[src/rtl/ball_physics_engine.sv]
`default_nettype none
// ball_physics_engine: steps one ball a cell at a time against NUM_BARS bars, walls and target.
// Rev 1.0. Optional build macro BOUNCE_COUNT_EN adds a saturating bounce_count output.
module ball_physics_engine #(
  parameter int XW        = 8,
  parameter int YW        = 7,
  parameter int NUM_BARS  = 5,
  parameter int BAR_LEN   = 3,
  parameter int SCREEN_W  = 160,
  parameter int SCREEN_H  = 120,
  parameter int TARGET_X  = 156,
  parameter int TARGET_Y0 = 56,
  parameter int TARGET_Y1 = 62
) (
  input  logic                             clock,
  input  logic                             reset,
  input  logic                             start,
  input  logic [XW-1:0]                    start_x,
  input  logic [YW-1:0]                    start_y,
  input  logic                             start_vx,
  input  logic                             start_vy,
  input  logic                             step,
  input  logic [NUM_BARS*(1+XW+YW)-1:0]    bars,
  output logic                             busy,
  output logic [XW-1:0]                    xpos,
  output logic [YW-1:0]                    ypos,
  output logic                             draw_valid,
  input  logic                             draw_ready,
  output logic                             win,
  output logic                             lose
`ifdef BOUNCE_COUNT_EN
  ,output logic [7:0]                      bounce_count
`endif
);
  localparam int BW = 1 + XW + YW;
  localparam logic [XW:0] X_MAX    = (XW+1)'(SCREEN_W - 1);
  localparam logic [YW:0] Y_MAX    = (YW+1)'(SCREEN_H - 1);
  localparam logic [XW:0] TX       = (XW+1)'(TARGET_X);
  localparam logic [YW:0] TY0      = (YW+1)'(TARGET_Y0);
  localparam logic [YW:0] TY1      = (YW+1)'(TARGET_Y1);
  localparam logic [3:0]  LAST_IDX = 4'(NUM_BARS - 1);

  typedef enum logic [2:0] {IDLE, SCAN, WALL, MOVE, DRAW, DONE} state_t;

  state_t                  state_q, state_d;
  logic [XW-1:0]           x_q, x_d;
  logic [YW-1:0]           y_q, y_d;
  logic                    vx_q, vx_d, vy_q, vy_d;
  logic                    flip_x_q, flip_x_d, flip_y_q, flip_y_d;
  logic [3:0]              idx_q, idx_d;
  logic [NUM_BARS*BW-1:0]  bars_q, bars_d;
  logic                    busy_q, busy_d, draw_valid_q, draw_valid_d;
  logic                    win_q, win_d, lose_q, lose_d;
`ifdef BOUNCE_COUNT_EN
  logic [7:0]              bcnt_q, bcnt_d;
`endif

  logic [XW:0] nx, cand_x;
  logic [YW:0] ny, cand_y;
  logic [XW-1:0] new_x;
  logic [YW-1:0] new_y;
  logic [BW-1:0] bar_sel;
  logic hit_x, hit_y, hit_c, vx_new, vy_new, hit_target;

  // Widened coordinates: x-1 at 0 becomes a huge value that can never match a bar cell.
  function automatic logic occupied(input logic [BW-1:0] bar, input logic [XW:0] cx,
                                    input logic [YW:0] cy);
    logic [XW+1:0] bx, cxe;
    logic [YW+1:0] by, cye;
    bx  = {2'b00, bar[XW:1]};
    by  = {2'b00, bar[XW+YW:XW+1]};
    cxe = {1'b0, cx};
    cye = {1'b0, cy};
    if (bar[0])
      return (cxe == bx) && (cye >= by) && (cye < by + (YW+2)'(BAR_LEN));
    return (cye == by) && (cxe >= bx) && (cxe < bx + (XW+2)'(BAR_LEN));
  endfunction

  function automatic logic any_bar(input logic [NUM_BARS*BW-1:0] bv, input logic [XW:0] cx,
                                   input logic [YW:0] cy);
    logic hit;
    hit = 1'b0;
    for (int i = 0; i < NUM_BARS; i++)
      if (occupied(bv[i*BW +: BW], cx, cy)) hit = 1'b1;
    return hit;
  endfunction

  assign nx = vx_q ? ({1'b0, x_q} + 1'b1) : ({1'b0, x_q} - 1'b1);
  assign ny = vy_q ? ({1'b0, y_q} + 1'b1) : ({1'b0, y_q} - 1'b1);

  always_comb begin
    bar_sel = '0;
    for (int i = 0; i < NUM_BARS; i++)
      if (idx_q == 4'(i)) bar_sel = bars_q[i*BW +: BW];
    hit_x = occupied(bar_sel, nx, {1'b0, y_q});
    hit_y = occupied(bar_sel, {1'b0, x_q}, ny);
    hit_c = occupied(bar_sel, nx, ny);
  end

  // Each axis is resolved independently; a blocked axis keeps its coordinate this step.
  always_comb begin
    vx_new = vx_q ^ flip_x_q;
    vy_new = vy_q ^ flip_y_q;
    cand_x = vx_new ? ({1'b0, x_q} + 1'b1) : ({1'b0, x_q} - 1'b1);
    cand_y = vy_new ? ({1'b0, y_q} + 1'b1) : ({1'b0, y_q} - 1'b1);
    new_x  = x_q;
    new_y  = y_q;
    if (cand_x <= X_MAX && !any_bar(bars_q, cand_x, {1'b0, y_q})) new_x = cand_x[XW-1:0];
    if (cand_y <= Y_MAX && !any_bar(bars_q, {1'b0, x_q}, cand_y)) new_y = cand_y[YW-1:0];
    hit_target = ({1'b0, new_x} >= TX) && ({1'b0, new_y} >= TY0) && ({1'b0, new_y} <= TY1);
  end

  always_comb begin
    state_d      = state_q;
    x_d          = x_q;
    y_d          = y_q;
    vx_d         = vx_q;
    vy_d         = vy_q;
    flip_x_d     = flip_x_q;
    flip_y_d     = flip_y_q;
    idx_d        = idx_q;
    bars_d       = bars_q;
    busy_d       = busy_q;
    draw_valid_d = draw_valid_q;
    win_d        = win_q;
    lose_d       = lose_q;
`ifdef BOUNCE_COUNT_EN
    bcnt_d       = bcnt_q;
`endif
    case (state_q)
      IDLE: if (step && !win_q && !lose_q) begin
        bars_d   = bars;
        flip_x_d = 1'b0;
        flip_y_d = 1'b0;
        idx_d    = 4'd0;
        busy_d   = 1'b1;
        state_d  = SCAN;
      end
      SCAN: begin
        if (hit_x) flip_x_d = 1'b1;
        if (hit_y) flip_y_d = 1'b1;
        if (!hit_x && !hit_y && hit_c) begin
          flip_x_d = 1'b1;
          flip_y_d = 1'b1;
        end
        idx_d   = idx_q + 4'd1;
        state_d = (idx_q == LAST_IDX) ? WALL : SCAN;
      end
      WALL: begin
        if ((y_q == '0 && !vy_q) || ({1'b0, y_q} == Y_MAX && vy_q)) flip_y_d = 1'b1;
        if ({1'b0, x_q} == X_MAX && vx_q) flip_x_d = 1'b1;
        if (x_q == '0 && !vx_q) begin
          lose_d  = 1'b1;
          busy_d  = 1'b0;
          state_d = DONE;
        end else begin
          state_d = MOVE;
        end
      end
      MOVE: begin
        vx_d         = vx_new;
        vy_d         = vy_new;
        x_d          = new_x;
        y_d          = new_y;
        win_d        = win_q | hit_target;
        draw_valid_d = 1'b1;
        state_d      = DRAW;
`ifdef BOUNCE_COUNT_EN
        if ((flip_x_q || flip_y_q) && bcnt_q != 8'hFF) bcnt_d = bcnt_q + 8'd1;
`endif
      end
      DRAW: if (draw_valid_q && draw_ready) begin
        draw_valid_d = 1'b0;
        busy_d       = 1'b0;
        state_d      = win_q ? DONE : IDLE;
      end
      DONE:    state_d = DONE;
      default: state_d = IDLE;
    endcase
    // start overrides whatever the current state decided.
    if (start) begin
      x_d          = start_x;
      y_d          = start_y;
      vx_d         = start_vx;
      vy_d         = start_vy;
      win_d        = 1'b0;
      lose_d       = 1'b0;
      flip_x_d     = 1'b0;
      flip_y_d     = 1'b0;
      draw_valid_d = 1'b1;
      state_d      = DRAW;
`ifdef BOUNCE_COUNT_EN
      bcnt_d       = 8'd0;
`endif
    end
  end

  always_ff @(posedge clock or negedge reset) begin
    if (!reset) begin
      state_q      <= IDLE;
      x_q          <= '0;
      y_q          <= '0;
      vx_q         <= 1'b0;
      vy_q         <= 1'b0;
      flip_x_q     <= 1'b0;
      flip_y_q     <= 1'b0;
      idx_q        <= 4'd0;
      bars_q       <= '0;
      busy_q       <= 1'b0;
      draw_valid_q <= 1'b0;
      win_q        <= 1'b0;
      lose_q       <= 1'b0;
`ifdef BOUNCE_COUNT_EN
      bcnt_q       <= 8'd0;
`endif
    end else begin
      state_q      <= state_d;
      x_q          <= x_d;
      y_q          <= y_d;
      vx_q         <= vx_d;
      vy_q         <= vy_d;
      flip_x_q     <= flip_x_d;
      flip_y_q     <= flip_y_d;
      idx_q        <= idx_d;
      bars_q       <= bars_d;
      busy_q       <= busy_d;
      draw_valid_q <= draw_valid_d;
      win_q        <= win_d;
      lose_q       <= lose_d;
`ifdef BOUNCE_COUNT_EN
      bcnt_q       <= bcnt_d;
`endif
    end
  end

  assign busy       = busy_q;
  assign xpos       = x_q;
  assign ypos       = y_q;
  assign draw_valid = draw_valid_q;
  assign win        = win_q;
  assign lose       = lose_q;
`ifdef BOUNCE_COUNT_EN
  assign bounce_count = bcnt_q;
`endif

endmodule
`default_nettype wire

[config.mk]
export PLATFORM = sky130hd
export DESIGN_NAME = ball_physics_engine
export DESIGN_NICKNAME = d
export VERILOG_FILES = /design/src/rtl/ball_physics_engine.sv
export SDC_FILE = /design/constraint.sdc
export NUM_CORES = 1
export LEC_CHECK = 0
export ABC_AREA = 1
export CAP_MARGIN = 10
export CELL_PAD_IN_SITES_DETAIL_PLACEMENT = 0
export CELL_PAD_IN_SITES_GLOBAL_PLACEMENT = 1
export CORE_MARGIN = 2
export CORE_UTILIZATION = 48
export DETAILED_ROUTE_END_ITERATION = 16
export GPL_ROUTABILITY_DRIVEN = 0
export PLACE_DENSITY = 0.95
export SYNTH_ARGS = -nofsm -noshare
export SYNTH_HDL_FRONTEND = slang
export SYNTH_SLANG_ARGS = --single-unit
[constraint.sdc]
create_clock -name clock -period 9.9 [get_ports clock]
set_clock_uncertainty 0.2 [all_clocks]
set_input_delay 1.98 -clock clock [delete_from_list [all_inputs] [get_ports clock]]
set_output_delay 1.98 -clock clock [all_outputs]
set_load 0.005 [all_outputs]
[Yosys cells after proc, flatten, opt, wreduce, memory -nomap -nowiden]
Cells that the tools add are included.
Operators by class
  add/subtract/negate cells: 17
  $lt $le $gt $ge: 53
  equal/unequal tests: 44
  muxes and demuxes: 92
  bitwise logic cells: 3
  reduce and logical (&&, ||, !) cells: 93
Operators with widths (count)
  16-bit 2-to-1 mux: 5
  1-bit logical AND: 65
  1-bit 2-to-1 mux: 64
  8-bit by 2-bit adder with 9-bit output, second input constant: 6
  9-bit by 8-bit == test with 1-bit output: 6
  9-bit by 8-bit greater-or-equal comparator with 1-bit output: 6
  7-bit by 9-bit less-than comparator with 1-bit output: 6
  9-bit by 10-bit less-than comparator with 1-bit output: 5
  7-bit by 2-bit adder with 8-bit output, second input constant: 6
  8-bit by 7-bit == test with 1-bit output: 6
  8-bit == test: 6
  8-bit by 7-bit greater-or-equal comparator with 1-bit output: 6
  8-bit greater-or-equal comparator: 6
  8-bit less-than comparator: 6
  8-bit by 9-bit less-than comparator with 1-bit output: 5
  7-bit == test: 6
  7-bit greater-or-equal comparator: 6
  8-bit 2-to-1 mux: 5
  7-bit 2-to-1 mux: 3
  9-bit 2-to-1 mux: 2
  3-bit case mux with 6 select lines: 1
  3-bit 2-to-1 mux: 5
  3-bit inequality test, second input constant: 4
  4-bit AND reduction: 3
  39 further kinds: 63
Storage, ports and cells
  register bits after elaboration: 110
  input port bits: 102
  logic and storage cells: 315

[Logic depth before layout (Yosys ltp)]
Gate-level depths: netlist (run 1).
  depth in word-level cells: 21
  gate-level depth with buffers: 29

[Worst setup path after synthesis (run 1)]
OpenSTA, ideal clock, no wires.
  path kind: register to register
  start: reg x_q[0], in the netlist xpos[0]
  end: reg win_q, in the netlist win
  arrival: 3.974 ns
  data required time: 9.627 ns
  setup slack: 5.653 ns
  cell stages (with the launch flop): 26
  path buffers: 0
  clock period less this slack: 4.247 ns
  path through: dfrtp_1 inv_1 ha_1 nand3_2 xor2_1 o21ai_0 ha_1 nand2_1 nand2_1 nor2_1 nand2_1 nand2_1 nand2_1 nand2_1 nand2_1 nand4_1 nand2_1 nor2_2 nand4_2 nor2_4 nand2_1 nand2_2 nand3_1 nand2_1 nand2_1 a21oi_2
Between the ends
  cells in the longest elaborated chain, start to end: 21
Ends and longest elaborated chain
  start: declaration: line 46  | logic [XW-1:0] x_q, x_d;
  start signal: assignment: line 201  | x_q <= '0;
  start signal: assignment: line 218  | x_q <= x_d;
  parallel branches: the longest is 17 deep, another holds 8-bit by 1-bit subtractor with 9-bit output
  1-bit logical AND (*): line 110  | hit_target = ({1'b0, new_x} >= TX) && ({1'b0, new_y} >= TY0) && ({1'b0, new_y} <= TY1);
  1-bit OR (*): line 165  | win_d = win_q | hit_target;
  1-bit 2-to-1 mux (*): line 130  | case (state_q)
  1-bit 2-to-1 mux (*): line 181  | if (start) begin
  end signal: assignment: line 228  | win_q <= win_d;
  end: declaration: line 53  | logic win_q, win_d, lose_q, lose_d;
Every way passes the cells marked *. The select of a mux whose other input is x is not followed.
A chain may end at the register's enable or synchronous reset.

[Worst setup path in the final report (run 1)]
  start: reg y_q[0], in the netlist ypos[0]
  end: reg win_q, in the netlist win
Between the ends
  cells in the longest elaborated chain, start to end: 21
Ends and longest elaborated chain
  start: declaration: line 47  | logic [YW-1:0] y_q, y_d;
  start signal: assignment: line 219  | y_q <= y_d;
  7-bit by 1-bit subtractor with 8-bit output or 7-bit by 1-bit adder with 8-bit output (tied branches): line 105  | cand_y = vy_new ? ({1'b0, y_q} + 1'b1) : ({1'b0, y_q} - 1'b1);
  8-bit 2-to-1 mux: line 105
  8-bit by 7-bit greater-or-equal comparator with 1-bit output: line 75  | return (cxe == bx) && (cye >= by) && (cye < by + (YW+2)'(BAR_LEN));
  1-bit logical AND (2 in a row): line 75
  1-bit 2-to-1 mux: line 74  | if (bar[0])
  1-bit 2-to-1 mux: line 76  | return (cye == by) && (cxe >= bx) && (cxe < bx + (XW+2)'(BAR_LEN));
  1-bit 2-to-1 mux (5 in a row): line 84  | if (occupied(bv[i*BW +: BW], cx, cy)) hit = 1'b1;
  1-bit logical NOT: line 109  | if (cand_y <= Y_MAX && !any_bar(bars_q, {1'b0, x_q}, cand_y)) new_y = cand_y[YW-1:0];
  1-bit logical AND: line 109
  7-bit 2-to-1 mux: line 109
  7-bit by 6-bit greater-or-equal comparator with 1-bit output: line 110
  1-bit logical AND: line 110
  1-bit logical AND (*): line 110
  1-bit OR (*): line 165
  1-bit 2-to-1 mux (*): line 130
  1-bit 2-to-1 mux (*): line 181
Mark *: on every way between the ends. The rest lies on a longest branch, timed or not. The select of a mux whose other input is x is not followed.

==> results of run 1 <==
## routing by layer
| layer | up-vias | part of all wire (%) | global-route usage, % |
|---|---|---|---|
| met5 | - | 0 | 0 |
| met4 | 0 | 4.0 | 12.3 |
| met3 | 148 | 6.9 | 3.43 |
| met2 | 697 | 45 | 50.1 |
| met1 | 7747 | 44 | 40.2 |
| li1 | 8093 | - | - |
## worst reg2reg max path, delay by kind of cell, from the launching register on
kind / cells / cell delay [ps]
fa+ha+maj: 2 / 630
flops: 1 / 990
simple gates: 19 / 1730
compound gates: 1 / 110
buf+inv: 5 / 1280
## worst paths after layout
path                           from    endpoint  depth (start not counted)
hold reg to reg            flip_x_q    flip_x_q                          2
min in group asynchronous     reset  bars_q[63]                          1
hold / removal             flip_x_q    flip_x_q                          2
setup reg to reg            ypos[0]         win                         27
max in group asynchronous     reset  bars_q[71]                          2
setup / recovery            ypos[0]         win                         27
## power groups by stage
stage                     Clock, W  Combinational (W)  Sequential [W]
after CTS                 0.000402            0.00327        0.000725
after detailed placement         0            0.00324        0.000730
after floorplan                  0            0.00232        0.000700
after global placement           0            0.00310        0.000729
final                     0.000398            0.00332        0.000730
after global routing      0.000418            0.00380        0.000748
## sequential cells by signal, summed over array words and instances, names as in the netlist
signal      cells
vy_q            1
idx_q           4
draw_valid      1
ypos            7
lose            1
win             1
flip_y_q        1
busy            1
vx_q            1
bars_q         80
state_q         3
flip_x_q        1
xpos            8
## kinds of logic after synthesis
kind of cell | count (synthesis)
AO/OA/AOI/OAI | 425
AND/OR/NAND/NOR | 997
buffers and inverters | 319
flip-flops | 110
XOR/XNOR | 81
adder cells (fa/ha/maj) | 393
## layout by cell type, fill, tap and decap left out, types with 5 or more instances in the layout
cell type / netlist / final
a21o_1: 11 / 11
a21oi_1: 156 / 156
and3_1: 5 / 5
buf_4: 0 / 27
clkbuf_16: 0 / 9
clkdlybuf4s50_1: 0 / 119
dfrtp_1: 110 / 110
ha_1: 393 / 393
inv_1: 260 / 260
inv_2: 13 / 13
inv_6: 1 / 6
nand2_1: 571 / 571
nand2_2: 12 / 12
nand2_4: 5 / 5
nand3_1: 129 / 129
nand3_2: 6 / 6
nand3b_1: 7 / 7
nand4_1: 34 / 34
nor2_1: 159 / 158
nor2_2: 10 / 10
nor3_1: 32 / 32
nor4_1: 11 / 11
o211ai_1: 30 / 30
o21a_1: 11 / 11
o21ai_0: 162 / 162
o21ai_1: 7 / 6
o21ai_2: 5 / 6
o21bai_1: 12 / 12
o221ai_1: 15 / 15
xor2_1: 75 / 75
## cells in the mapped netlist, drive strengths merged, types with 7 or more instances
master    n
o21a     11
nand4    36
o221ai   15
o21ai   174
nor4     11
nand2   588
nand3b    7
nor2    172
nor3     37
buf      18
o211ai   30
ha      393
clkbuf   25
nand3   135
inv     275
a21oi   158
a21o     11
o21bai   12
dfrtp   110
xor2     76
## area by class of cell
cell class,instances,area share (%)
sequential,110,14.9
inverter,276,5.66
clock buffer,9,1.22
multi-input combinational,1896,67.2
timing repair buffer,146,7.56
clock inverter,7,0.360
tap,448,3.04
## per-stage QoR
step | instances | area, sq um | worst slack [ps] | hold WS, ps
floorplan | 2325 | 16400 | 5650 | 262
global placement | 2876 | 18100 | 4860 | 285
detailed placement | 2876 | 18100 | 4840 | 315
CTS | 2892 | 18400 | 4930 | 332
global route | 2892 | 18400 | 4470 | 354
finish | 2892 | 18400 | 4860 | 336
==> impl_metrics.tcl, run 1 <==
set metrics [dict create \
    tns_ps 0 \
    rsz0062_at_grt "false" \
    p_comb_share_pct 74.6 \
    post-route-min-period_ps 5040 \
    max_freq_mhz 199 \
    grt_max_degree 120 \
    cts_setup_buffers 0 \
    final_hold_viol_count 0 \
    clockPowerShare_pct 9.0 \
    vias 16700 \
    required_ps 10040 \
    syn_avg_cell_area_sq_um 7.06 \
    synthTopCellsByArea "ha_1 (30%), dfrtp_1 (17%), nand2_1 (13%), inv_1 (5.9%), o21ai_0 (4.9%)" \
    via_per_inst 5.77 \
    synth-seq-area-share_pct 16.8 \
    synthesis.area_sq_um 16400 \
    synthAdderAreaFrac_pct 30.0 \
    regToRegSetupSlack_ps 4860 \
    synth_top_cell_by_area "ha_1" \
    syn_nets 2820 \
    worstSetupEndpointType "register" \
    vdd_drop_max_mv 0.121 \
    synth-seq-cells 110 \
    postRouteAntennaNets 0 \
    crit_slowest_cell "dfrtp_1" \
    crit_path_max_fanout 17 \
    crit_type "reg2reg" \
    antenna_found_initial 0 \
    cpPeakStageDelay_ps 990 \
    yosys_most_used_dff "dfrtp_1" \
    routed_wl_mm 53.4 \
    synth-compound-area-share_pct 14.7 \
    synthesis.instances 2325 \
    synth_cell_type_count 56 \
    drive_gt1_share_pct 4.71 \
    cellPowerDensity_nw_per_um2 241 \
    tritoncts "built" \
    switching_share_pct 55.5 \
    grt_pass1_wl_mm 85.2 \
    nets 2934 \
    ff_latch_area_sq_um 2750 \
    num_io_pins 121 \
    p_leak_nw 9.42 \
    first_pass_iters 5 \
    critPathTopFamily "simple AND/OR/NAND/NOR gates" \
    core_area_sq_um 33600 \
    rows 67 \
    grt_usage_pct 30.3 \
    p_sw_w 0.00247 \
    syn_to_final_growth_pct 12.3 \
    finalSetupViolCount 0 \
    worst_pin_slew_ps 1100 \
    synth_xor_area_share_pct 4.41 \
    die_area_sq_um 35700 \
    start_util_pct 48.8 \
    ctsRootBufferMaster "clkbuf_16" \
    antenna_cells 0 \
    min_path_type "reg2reg" \
    cts_hold_buf 0 \
    clkTransAtPathRegs_ps 100 \
    status "finished, final reports clean" \
    die_width_microns 189 \
    synth_top_family_by_area "adder cells" \
    utilization_pct 54.8 \
    clk_latency_ps 400 \
    place_hpwl_mm 40.5 \
    multi_input_area_sq_um 12400 \
    ctsResizeCount 0 \
    cts_sinks 110 \
    drv_cap 0 \
    ys.warnings.count 0 \
    total_power_w 0.00445 \
    synth_simple_gate_area_share_pct 26.4 \
    port-buffer-count 120 \
    drt-initial-drc-count 1364 \
    yosys.area.top_type_share_pct 30.0 \
    slew_headroom_pct 26.6 \
    synth_edf_count 0 \
    nFillCells 3267 \
    start_kind "register" \
    async_flop_share_pct 100 \
    gr-total-overflow 0 \
    power_frac_seq_pct 16.4 \
    htreeDepth 3 \
    drc_errors 0 \
    final_max_slew_viol_count 0 \
    arrival_ps 5180 \
    p_int_w 0.00198 \
    numCtsBuffers 9 \
    min_period_over_period_pct 50.9 \
    path_common_cell "nand2_1" \
    crit_buf_inv 5 \
    post_drt_wl_per_cell_microns 18.5 \
    synthMuxAreaShare_pct 0 \
    cts_max_path_buffers 2 \
    dieHeight_microns 189 \
    grt_pass1_vias 16000 \
]
No activity file was read; power rests on OpenSTA's default activity.
==> run 2, diff against run 1 <==
--- a/config.mk
+++ b/config.mk
@@ -10,10 +10,10 @@
 export CELL_PAD_IN_SITES_DETAIL_PLACEMENT = 0
 export CELL_PAD_IN_SITES_GLOBAL_PLACEMENT = 1
 export CORE_MARGIN = 2
-export CORE_UTILIZATION = 48
+export CORE_UTILIZATION = 40
 export DETAILED_ROUTE_END_ITERATION = 16
 export GPL_ROUTABILITY_DRIVEN = 0
-export PLACE_DENSITY = 0.95
+export PLACE_DENSITY = 0.86
 export SYNTH_ARGS = -nofsm -noshare
 export SYNTH_HDL_FRONTEND = slang
 export SYNTH_SLANG_ARGS = --single-unit
==> constraint.sdc (replaced) <==
create_clock -name clock -period 4.25 [get_ports clock]
set_clock_uncertainty 0.2 [all_clocks]
set_input_delay 0.85 -clock clock [delete_from_list [all_inputs] [get_ports clock]]
set_output_delay 0.85 -clock clock [all_outputs]
set_load 0.005 [all_outputs]
==> impl_metrics.tcl, run 2 (same netlist as run 1, synthesis figures left out) <==
set metrics [dict create \
    post-route-min-period_ps 4060 \
    clkTransAtPathRegs_ps 90 \
    worstSetupEndpointType "register" \
    drv_cap 0 \
    drive_gt1_share_pct 8.54 \
    nFillCells 4070 \
    clk_latency_ps 400 \
    grt_pass1_vias 16200 \
    die_width_microns 207 \
    min_path_type "in2async" \
    arrival_ps 4140 \
    cellPowerDensity_nw_per_um2 550 \
    crit_type "reg2reg" \
    required_ps 4330 \
    grt_usage_pct 26.6 \
    htreeDepth 3 \
    first_pass_iters 6 \
    cts_max_path_buffers 2 \
    syn_to_final_growth_pct 17.9 \
    start_kind "register" \
    fin_area_sq_um 19300 \
    start_util_pct 40.4 \
    p_comb_share_pct 74.1 \
    drt-initial-drc-count 1185 \
    p_sw_w 0.00577 \
    cts_hold_buf 0 \
    p_leak_nw 9.82 \
    via_per_inst 5.47 \
    antenna_found_initial 0 \
    placed_cells 3015 \
    vias 16700 \
    num_io_pins 121 \
    min_period_over_period_pct 95.6 \
    holdWs_ps 318 \
    finalSetupViolCount 0 \
    top_register "bars_q" \
    vdd_drop_max_mv 0.242 \
    port-buffer-count 120 \
    power_frac_seq_pct 16.6 \
    rows 74 \
    p_int_w 0.00486 \
    gr-total-overflow 0 \
    largest_reg_flops 80 \
    core_area_sq_um 40600 \
    tns_ps 0 \
    cts_sinks 110 \
    antenna_cells 0 \
    crit_path_max_fanout 8 \
    slew_headroom_pct 42.4 \
    grt_pass1_wl_mm 87.3 \
    final_max_slew_viol_count 0 \
    ctsRootBufferMaster "clkbuf_16" \
    final_common_cell "nand2_1" \
    dieHeight_microns 207 \
    worst_pin_slew_ps 856 \
    clockPowerShare_pct 9.3 \
    final_hold_viol_count 0 \
    tritoncts "built" \
    switching_share_pct 54.3 \
    grt_max_degree 63 \
    placed_area_sq_um 18700 \
    nets 3007 \
    ff_latch_area_sq_um 2760 \
    routed_wl_mm 56.8 \
    post_drt_wl_per_cell_microns 18.6 \
    numCtsBuffers 9 \
    die_area_sq_um 42700 \
    final-instance-count-excl-fill 3049 \
    drc_errors 0 \
    status "finished, final reports clean" \
    place_hpwl_mm 44.6 \
    multi_input_area_sq_um 12600 \
    final_cell_mix "nand2_1 (568), ha_1 (390), inv_1 (258)" \
    postRouteAntennaNets 0 \
    max_freq_mhz 246 \
]
-- run 2: worst max-delay path, stage by stage, from the launching register on --
cell,delay [ps]
dfrtp_1,430
inv_1,160
ha_1,220
nand3_2,120
nor3_2,210
xor2_2,290
o21ai_4,180
buf_4,170
ha_1,270
nand3_1,140
nor4_2,310
nor2_1,120
nand4_1,100
nand2_1,70
inv_1,100
nand4_4,140
nor2_4,240
buf_4,140
buf_4,100
a21oi_1,50
o21ai_0,80
o211ai_1,100
-- run 2: final cells by class --
| cell class | instances | area share, % |
|---|---|---|
| inverters | 276 | 5.39 |
| repair buffers | 218 | 10.4 |
| clock buffers | 9 | 1.16 |
| clock inverters | 7 | 0.459 |
| well taps | 532 | 3.44 |
| flip-flops and latches | 110 | 14.3 |
| multi-input cells | 1897 | 64.9 |
-- run 2: worst paths after layout --
path                       slack [ps]      from  cells after the start    endpoint
setup / recovery                  190   xpos[1]                     21     xpos[0]
hold / removal                    320     reset                      1  bars_q[41]
setup reg to reg                  190   xpos[1]                     21     xpos[0]
hold reg to reg                   320  flip_y_q                      2    flip_y_q
max in group asynchronous        2730     reset                      2  bars_q[69]
min in group clock                320  flip_y_q                      2    flip_y_q
-- run 2: what timing repair did --
item                                    4_1_cts  5_1_grt
buffers inserted                              0       17
hold endpoints to repair                      0        0
gates resized for setup                       2       41
endpoints found under the setup margin        3        8
gates cloned                                  0        1
pin swaps                                     0        6
-- run 2: stage by stage --
| step | power (W) | setup WS, ps | util, % |
|---|---|---|---|
| floorplan | 0.00703 | 3.01 | - |
| global placement | 0.00906 | 73.4 | 46.0 |
| detailed placement | 0.00933 | -74.1 | 46.0 |
| CTS | 0.0104 | 23.5 | 46.8 |
| global route | 0.0119 | -98.7 | 47.6 |
| finish | 0.0106 | 188 | 47.6 |
-- run 2: routing by layer --
metal | share of wire (%) | vias up | GRT usage (%)
met4 | 4.8 | 0 | 13.4
met1 | 43 | 7740 | 33.6
li1 | - | 8245 | -
met3 | 6.1 | 132 | 3.44
met2 | 46 | 568 | 44.6
met5 | 0 | - | 0
-- run 2: power by group through the flow --
| stage | combinational [W] | clock (W) | sequential [W] |
|---|---|---|---|
| 2_1_floorplan | 0.00540 | 0 | 0.00163 |
| 3_3_place_gp | 0.00729 | 0 | 0.00177 |
| 3_5_place_dp | 0.00757 | 0 | 0.00176 |
| 4_1_cts | 0.00763 | 0.000999 | 0.00175 |
| 5_1_grt | 0.00905 | 0.00103 | 0.00180 |
| 6_report | 0.00788 | 0.000986 | 0.00176 |
